### src/rtl/axil_wr_regfile.sv
// AXI-Lite write-only slave committing byte-strobed writes into a bank of control registers.
// Latency: commit, bvalid and register update one cycle after the later of the AW/W handshakes.
// Backpressure: AW and W are each held until commit; no new AW/W accepted until the B handshake.
module axil_wr_regfile #(
  parameter int                          AXI_DATA_WIDTH = 32,
  parameter int                          AXI_ADDR_WIDTH = 32,
  parameter int                          NUM_REGS       = 16,
  parameter logic [AXI_ADDR_WIDTH-1:0]   BASE_ADDR      = 32'h1000_0000,
  parameter logic [AXI_DATA_WIDTH-1:0]   RESET_VALUE    = '0
) (
  input  logic                          aclk,
  input  logic                          aresetn,
  input  logic [AXI_ADDR_WIDTH-1:0]     s_axil_awaddr,
  input  logic                          s_axil_awvalid,
  output logic                          s_axil_awready,
  input  logic [AXI_DATA_WIDTH-1:0]     s_axil_wdata,
  input  logic [AXI_DATA_WIDTH/8-1:0]   s_axil_wstrb,
  input  logic                          s_axil_wvalid,
  output logic                          s_axil_wready,
  output logic [1:0]                    s_axil_bresp,
  output logic                          s_axil_bvalid,
  input  logic                          s_axil_bready,
  output logic [AXI_DATA_WIDTH-1:0]     reg_out [NUM_REGS],
  output logic [NUM_REGS-1:0]           wr_pulse
);

  localparam int STRB_W   = AXI_DATA_WIDTH / 8;
  localparam int ADDR_LSB = (AXI_DATA_WIDTH == 64) ? 3 : 2;
  localparam int IDX_W    = (NUM_REGS > 1) ? $clog2(NUM_REGS) : 1;
  localparam logic [AXI_ADDR_WIDTH-1:0] SPAN = AXI_ADDR_WIDTH'(NUM_REGS * STRB_W);

  typedef enum logic {IDLE, RESP} state_t;

  state_t                      state;
  state_t                      state_nxt;
  logic                        aw_held;
  logic [AXI_ADDR_WIDTH-1:0]   aw_addr;
  logic                        w_held;
  logic [AXI_DATA_WIDTH-1:0]   w_data;
  logic [STRB_W-1:0]           w_strb;
  logic [AXI_ADDR_WIDTH-1:0]   off;
  logic                        legal;
  logic [IDX_W-1:0]            idx;
  logic                        commit;
  logic                        aw_hs;
  logic                        w_hs;

  // Readies depend only on registered state so they never loop back through valid.
  assign s_axil_awready = (state == IDLE) && !aw_held;
  assign s_axil_wready  = (state == IDLE) && !w_held;
  assign s_axil_bvalid  = (state == RESP);

  assign aw_hs  = s_axil_awvalid && s_axil_awready;
  assign w_hs   = s_axil_wvalid && s_axil_wready;
  assign commit = (state == IDLE) && aw_held && w_held;

  // Address decode on the held address; the wrapping subtract is guarded by the >= test.
  assign off   = aw_addr - BASE_ADDR;
  assign legal = (aw_addr >= BASE_ADDR) && (off < SPAN);
  assign idx   = off[ADDR_LSB +: IDX_W];

  // State register.
  always_ff @(posedge aclk or negedge aresetn) begin
    if (!aresetn) state <= IDLE;
    else          state <= state_nxt;
  end

  // Next state: commit moves to RESP, B handshake returns to IDLE.
  always_comb begin
    state_nxt = state;
    case (state)
      IDLE:    if (commit) state_nxt = RESP;
      RESP:    if (s_axil_bready) state_nxt = IDLE;
      default: state_nxt = IDLE;
    endcase
  end

  // Hold AW and W independently until both are present, then release them on commit.
  always_ff @(posedge aclk or negedge aresetn) begin
    if (!aresetn) begin
      aw_held <= 1'b0;
      aw_addr <= '0;
      w_held  <= 1'b0;
      w_data  <= '0;
      w_strb  <= '0;
    end else if (commit) begin
      aw_held <= 1'b0;
      w_held  <= 1'b0;
    end else begin
      if (aw_hs) begin
        aw_held <= 1'b1;
        aw_addr <= s_axil_awaddr;
      end
      if (w_hs) begin
        w_held <= 1'b1;
        w_data <= s_axil_wdata;
        w_strb <= s_axil_wstrb;
      end
    end
  end

  // Response code is captured at commit and stays frozen for the whole RESP state.
  always_ff @(posedge aclk or negedge aresetn) begin
    if (!aresetn)    s_axil_bresp <= 2'b00;
    else if (commit) s_axil_bresp <= legal ? 2'b00 : 2'b10;
  end

  // Register bank update and single-cycle write strobe on a legal commit.
  always_ff @(posedge aclk or negedge aresetn) begin
    if (!aresetn) begin
      wr_pulse <= '0;
      for (int i = 0; i < NUM_REGS; i++) reg_out[i] <= RESET_VALUE;
    end else begin
      wr_pulse <= '0;
      if (commit && legal) begin
        wr_pulse[idx] <= 1'b1;
        for (int b = 0; b < STRB_W; b++) begin
          if (w_strb[b]) reg_out[idx][8*b +: 8] <= w_data[8*b +: 8];
        end
      end
    end
  end

endmodule

### config.mk
export PLATFORM = sky130hd
export DESIGN_NAME = axil_wr_regfile
export DESIGN_NICKNAME = d
export VERILOG_FILES = /design/src/rtl/axil_wr_regfile.sv
export SDC_FILE = /design/constraint.sdc
export NUM_CORES = 1
export LEC_CHECK = 0
export ABC_AREA = 1
export CORE_MARGIN = 1
export CORE_UTILIZATION = 45
export CTS_CLUSTER_SIZE = 14
export DETAILED_ROUTE_END_ITERATION = 12
export PLACE_DENSITY = 0.73
export RECOVER_POWER = 25
export SYNTH_ARGS = -nofsm -noshare
export SYNTH_HDL_FRONTEND = slang
export SYNTH_SLANG_ARGS = --single-unit
### constraint.sdc
create_clock -name aclk -period 2 [get_ports aclk]
set_input_delay 0.4 -clock aclk [delete_from_list [all_inputs] [get_ports aclk]]
set_output_delay 0.4 -clock aclk [all_outputs]
set_load 0.1 [all_outputs]
==> Yosys cells after proc, flatten, opt, wreduce, memory -nomap -nowiden <==
Cells that the tools add are included.
{ "totals": {"ff_bits": 601, "latchBits": 0, "ramBits": 0, "mem_bits_ro": 0, "in_bits": 73, "output_inout_bits": 533, "wordCells": 80, "memories": 0} }
{ "op_classes": {"add_sub_neg": 1, "mul": 0, "div_mod_pow": 0, "n_lt_le_gt_ge": 6, "eq_ne": 0, "shift": 0, "mux": 30, "bitwise_logic": 3, "reduce_logical": 16} }
{ "op_table": {"columns": ["operator", "count"], "rows": [
  ["$mux W512", 7],
  ["$bwmux W512", 4],
  ["$demux W32 S4", 4],
  ["$ge A32 B29 Y1 const B", 1],
  ["$lt A32 B7 Y1 const B", 1],
  ["$mux W16", 2],
  ["$mux W32", 1],
  ["$sub A32 B29 Y32 const B", 1],
  ["$mux W24", 1],
  ["$logic_and A1 B1 Y1", 10],
  ["$mux W8", 1],
  ["$mux W1", 7],
  ["$ge A5 B5 Y1 const B", 1],
  ["$lt A4 B5 Y1 const B", 1],
  ["$lt A5 B1 Y1 const B", 1],
  ["$not A4 Y5", 1],
  ["$demux W1 S4", 1],
  ["$ge A4 B1 Y1 const B", 1],
  ["$reduce_and A2 Y1", 2],
  ["$reduce_bool A2 Y1", 2],
  ["$logic_not A1 Y1", 2],
  ["$mux W2", 1],
  ["$not A1 Y1", 2],
  ["$pmux W1 S2", 1]
]} }

==> Longest topological paths before layout <==
{ "depth": {"depth_word": 17, "depth_mapped": 10, "depth_no_buf": 9} }

==> Worst setup path after synthesis <==
No wires, ideal clock.
{ "synth_path": {"path_kind": "register to register", "from": "register state, in the netlist s_axil_bvalid", "to": "register w_data[0]", "setup_time_ns": 0.125, "t_arrival_ns": 3.348, "required_time_ns": 1.875, "setup_slack_ns": -1.472, "stages_incl_launch_ff": 5, "n_path_buf": 1, "period_less_slack_ns": 3.472, "path_cell_list": "dfrtp_1 > nor2_1 > nand2_1 > buf_2 > mux2_2"} }
{ "synth_via": {"elab_cells_between_ends": 7, "classes_between": "bitwise (2); reduce/logical (5)"} }
{ "synth_rtl": {"columns": ["item", "line_no", "text"], "rows": [
  ["start: declaration", "34", "state_t state;"],
  ["start signal: assignment", "65", "else state <= state_nxt;"],
  ["$not A1 Y1", null, null],
  ["$logic_and A1 B1 Y1", "50", "assign s_axil_wready = (state == IDLE) && !w_held;"],
  ["named net s_axil_wready", "19", "output logic s_axil_wready,"],
  ["$logic_and A1 B1 Y1", "54", "assign w_hs = s_axil_wvalid && s_axil_wready;"],
  ["$reduce_and A2 Y1 (no line)", null, null],
  ["end signal: assignment", "96", "w_data <= s_axil_wdata;"],
  ["end: declaration", "39", "logic [AXI_DATA_WIDTH-1:0] w_data;"]
]} }
The timed path passes the listed nets, and every way through them passes these cells.
A chain may end at the register's enable or synchronous reset.

==> Final worst setup path <==
{ "layout_path": {"from": "register state, in the netlist s_axil_bvalid", "to": "output port s_axil_awready"} }
{ "layout_via": {"elab_chain_cells": 2} }
{ "layout_rtl": {"columns": ["item", "line_no", "text"], "rows": [
  ["$not A1 Y1", null, null],
  ["$logic_and A1 B1 Y1", "49", "assign s_axil_awready = (state == IDLE) && !aw_held;"],
  ["end: declaration", "15", "output logic s_axil_awready,"]
]} }
Every way passes these cells.

==> impl_metrics.py <==
metrics = {
    "timing": {
        "setup_viol": 0,
        "fmax_mhz": 508,
        "maxSlewHeadroom_pct": 27.4,
        "finalHoldWorstSlack_ps": 290,
        "min_period_ps": 1970,
        "maxSlewViolCount": 0,
        "tightest_slew_ps": 1090,
        "hold_viol_final": 0,
        "timing.final.crit_share_pct": 98.4,
        "fin_ws_ps": 32.6,
        "finClkSkew_ps": 29.0,
        "rsz0062_at_grt": "yes",
    },
    "power_and_ir_drop": {
        "ir_drop_mv": 1.33,
        "power_density_mw_per_mm2": 1030,
        "total_power_uw": 35300,
        "p_leak_uw": 0.0186,
    },
    "logic_synthesis": {
        "yosysTopAreaCell": "dfrtp_1",
        "synth-main-ff-cell": "dfrtp_1",
        "yosysMostFrequentCell": "nand2_1",
        "ys_types": 26,
        "avgSynthCellArea_sq_um": 9.85,
        "synth_area_leaders": "dfrtp_1 58%, nand2_1 15%, nand4_1 13%, nand4_4 4.9%, mux2_2 2.7%",
        "yosys.area.top_type_share_pct": 58.0,
        "synthTopCellsByCount": "1038 x nand2_1, 598 x dfrtp_1, 516 x nand4_1, 123 x clkbuf_1, 95 x buf_2",
        "ys_seq_elements": 598,
        "yosysSeqAreaShare_pct": 58.0,
        "netlist_area_sq_mm": 0.0258,
        "syn_inst": 2617,
        "yosys_warnings": 0,
        "synth_fp_nets": 2690,
        "async_flop_share_pct": 100,
        "synth_edf_count": 0,
    },
    "place": {
        "dp_slack_ps": -36.3,
        "place_congestion": 0.908,
        "port_buffers": 602,
        "dp.cells": 3848,
        "dp_hpwl_um": 61700,
    },
    "global_route": {
        "grt_pass1_vias": 22100,
        "grt_max_degree": 89,
        "grt_pass1_wl_um": 132000,
        "overflow": 0,
        "antenna_found_initial": 4,
        "grt_use_total_pct": 29.8,
    },
    "cts": {
        "ctsHtreeMaxLevel": 2,
        "clockBufferDepth": 3,
        "cts_sinks": 598,
        "root_buffer": "clkbuf_16",
        "cts_inserted_buffers": 61,
        "cts_tree": "yes",
        "clkTransAtPathRegs_ps": 60,
        "clk_latency_ps": 630,
    },
    "job": {
        "cap_violations": 0,
    },
    "floorplanning": {
        "die_w_um": 241,
        "pin_count": 606,
        "dieArea_sq_mm": 0.0583,
        "die_h_um": 241,
        "core_area_sq_mm": 0.0565,
        "start_util_pct": 45.6,
        "rows": 87,
    },
    "detailed_routing": {
        "drt.antenna.violating_nets": 0,
        "drt_iter0_drc": 1821,
        "drc": 0,
        "drt-vias-per-instance": 5.74,
        "vias": 22900,
        "firstDrtPassIters": 6,
        "avgRoutedWirePerCell_um": 22.3,
        "drt-total-wl_um": 88800,
    },
    "finish": {
        "layout-drive-gt1-share_pct": 29.4,
        "seqCellArea_sq_mm": 0.0150,
        "nets": 3249,
        "syn_to_final_growth_pct": 33.4,
        "instances_no_fill": 3988,
        "multiInputGateArea_sq_mm": 0.00969,
        "fillCellCount": 4548,
    },
    "critical_path": {
        "critPathMaxFanout": 3,
        "worstSetupStartpointType": "flip-flop",
        "worst-setup-path-type": "reg -> out",
        "end_kind": "primary output",
        "required_ps": 1600,
        "cp_data_arrival_time_ps": 1570,
    },
    "outcome": {
        "outcome": "completed",
    },
    "hold_path": {
        "hp-class": "in -> async",
    },
}
[timing repair]
action,in CTS,in global routing
setup buffers,3,16
hold buffers,1,0
pin swaps,2,19
setup endpoints to repair,10,399
gates resized for setup,1,25
cloned,0,1
hold endpoints to repair,24,0
[where the power goes]
group	switching [uW]	internal [uW]	total (uW)	leakage (uW)
sequential	2710	12800	15500	0.00819
clock	4830	6970	11800	0.00103
combinational	5480	2470	7960	0.00937
[cell usage in the layout, fill, tap and decap left out, types with 2 or more instances in the layout]
master / synthesis / routed
mux2_2: 61 / 61
buf_8: 0 / 2
nor2_2: 17 / 2
nor2_1: 22 / 18
nand2_2: 6 / 16
dfrtp_4: 0 / 5
nand2_1: 1038 / 1026
buf_12: 0 / 58
nand2_4: 0 / 2
diode_2: 0 / 4
o21ai_0: 2 / 2
bufinv_16: 0 / 5
buf_6: 12 / 4
clkbuf_4: 0 / 3
nand4_1: 516 / 516
inv_6: 0 / 2
nor2_8: 2 / 2
nand4_4: 60 / 60
clkinvlp_4: 0 / 2
dfrtp_1: 598 / 593
nor3_1: 17 / 16
inv_2: 6 / 5
clkbuf_16: 0 / 64
inv_1: 6 / 6
nor2_4: 2 / 21
a21oi_1: 5 / 5
clkbuf_8: 0 / 15
buf_16: 0 / 5
clkbuf_2: 0 / 5
clkinv_2: 0 / 11
clkdlybuf4s50_1: 0 / 69
clkbuf_1: 123 / 22
buf_4: 20 / 595
[cell type report]
| class | instances | share of cell area, % |
|---|---|---|
| Antenna cell | 4 | 0.0291 |
| Clock buffer | 95 | 5.37 |
| Clock inverter | 20 | 0.691 |
| Inverter | 12 | 0.138 |
| Multi-Input combinational cell | 1754 | 28.2 |
| Sequential cell | 598 | 43.6 |
| Tap cell | 756 | 2.75 |
| Timing Repair Buffer | 749 | 19.3 |
[metal layers]
layer | vias to the layer above | track usage, % | wire (um)
met5 | - | 0 | 0
met4 | 0 | 15.7 | 5040
met3 | 287 | 5.65 | 7100
met2 | 1137 | 49.2 | 43400
met1 | 11300 | 37.2 | 33300
li1 | 10100 | - | -
[worst paths after layout]
check,start,to,slack (ps),cells past startpoint
worst max-delay path,s_axil_bvalid$_DFF_PN0_,s_axil_awready,30,3
max in group asynchronous,aresetn,reg_out[432]$_DFFE_PN0P_,290,3
worst max register to register,s_axil_bvalid$_DFF_PN0_,reg_out[369]$_DFFE_PN0P_,50,11
min in group aclk,s_axil_bready,s_axil_bvalid$_DFF_PN0_,370,2
worst min-delay path,aresetn,reg_out[341]$_DFFE_PN0P_,290,2
worst min register to register,reg_out[7]$_DFFE_PN0P_,reg_out[7]$_DFFE_PN0P_,470,2
[kinds of logic after synthesis]
kind of cell / share of synthesized area [%]
multiplexers: 2.66
AND/OR/NAND/NOR: 34.1
other: 0.0145
AO/OA/AOI/OAI: 0.184
flip-flops: 58.0
buffers and inverters: 4.96
[worst max-delay path, cell delays in order, from the launching register on]
cell,delay [ps]
dfrtp_4,500
buf_6,140
nor2_4,130
buf_12,190
[sequential cells by signal (all words and copies together), names as in the netlist, 4 cells and up]
name and count:
wr_pulse 16, w_strb 4, aw_addr 30, w_data 32
reg_out 512
[stage by stage]
stage,instance area [sq um],TNS [ps],util (%)
after floorplan,25800,0,-
after global placement,32100,-76.9,56.9
after detailed placement,32100,-152,56.9
after CTS,34300,-8.92,60.6
after global routing,34400,-491,60.9
final,34400,0,60.9
Power figures use the tool's default switching activity.
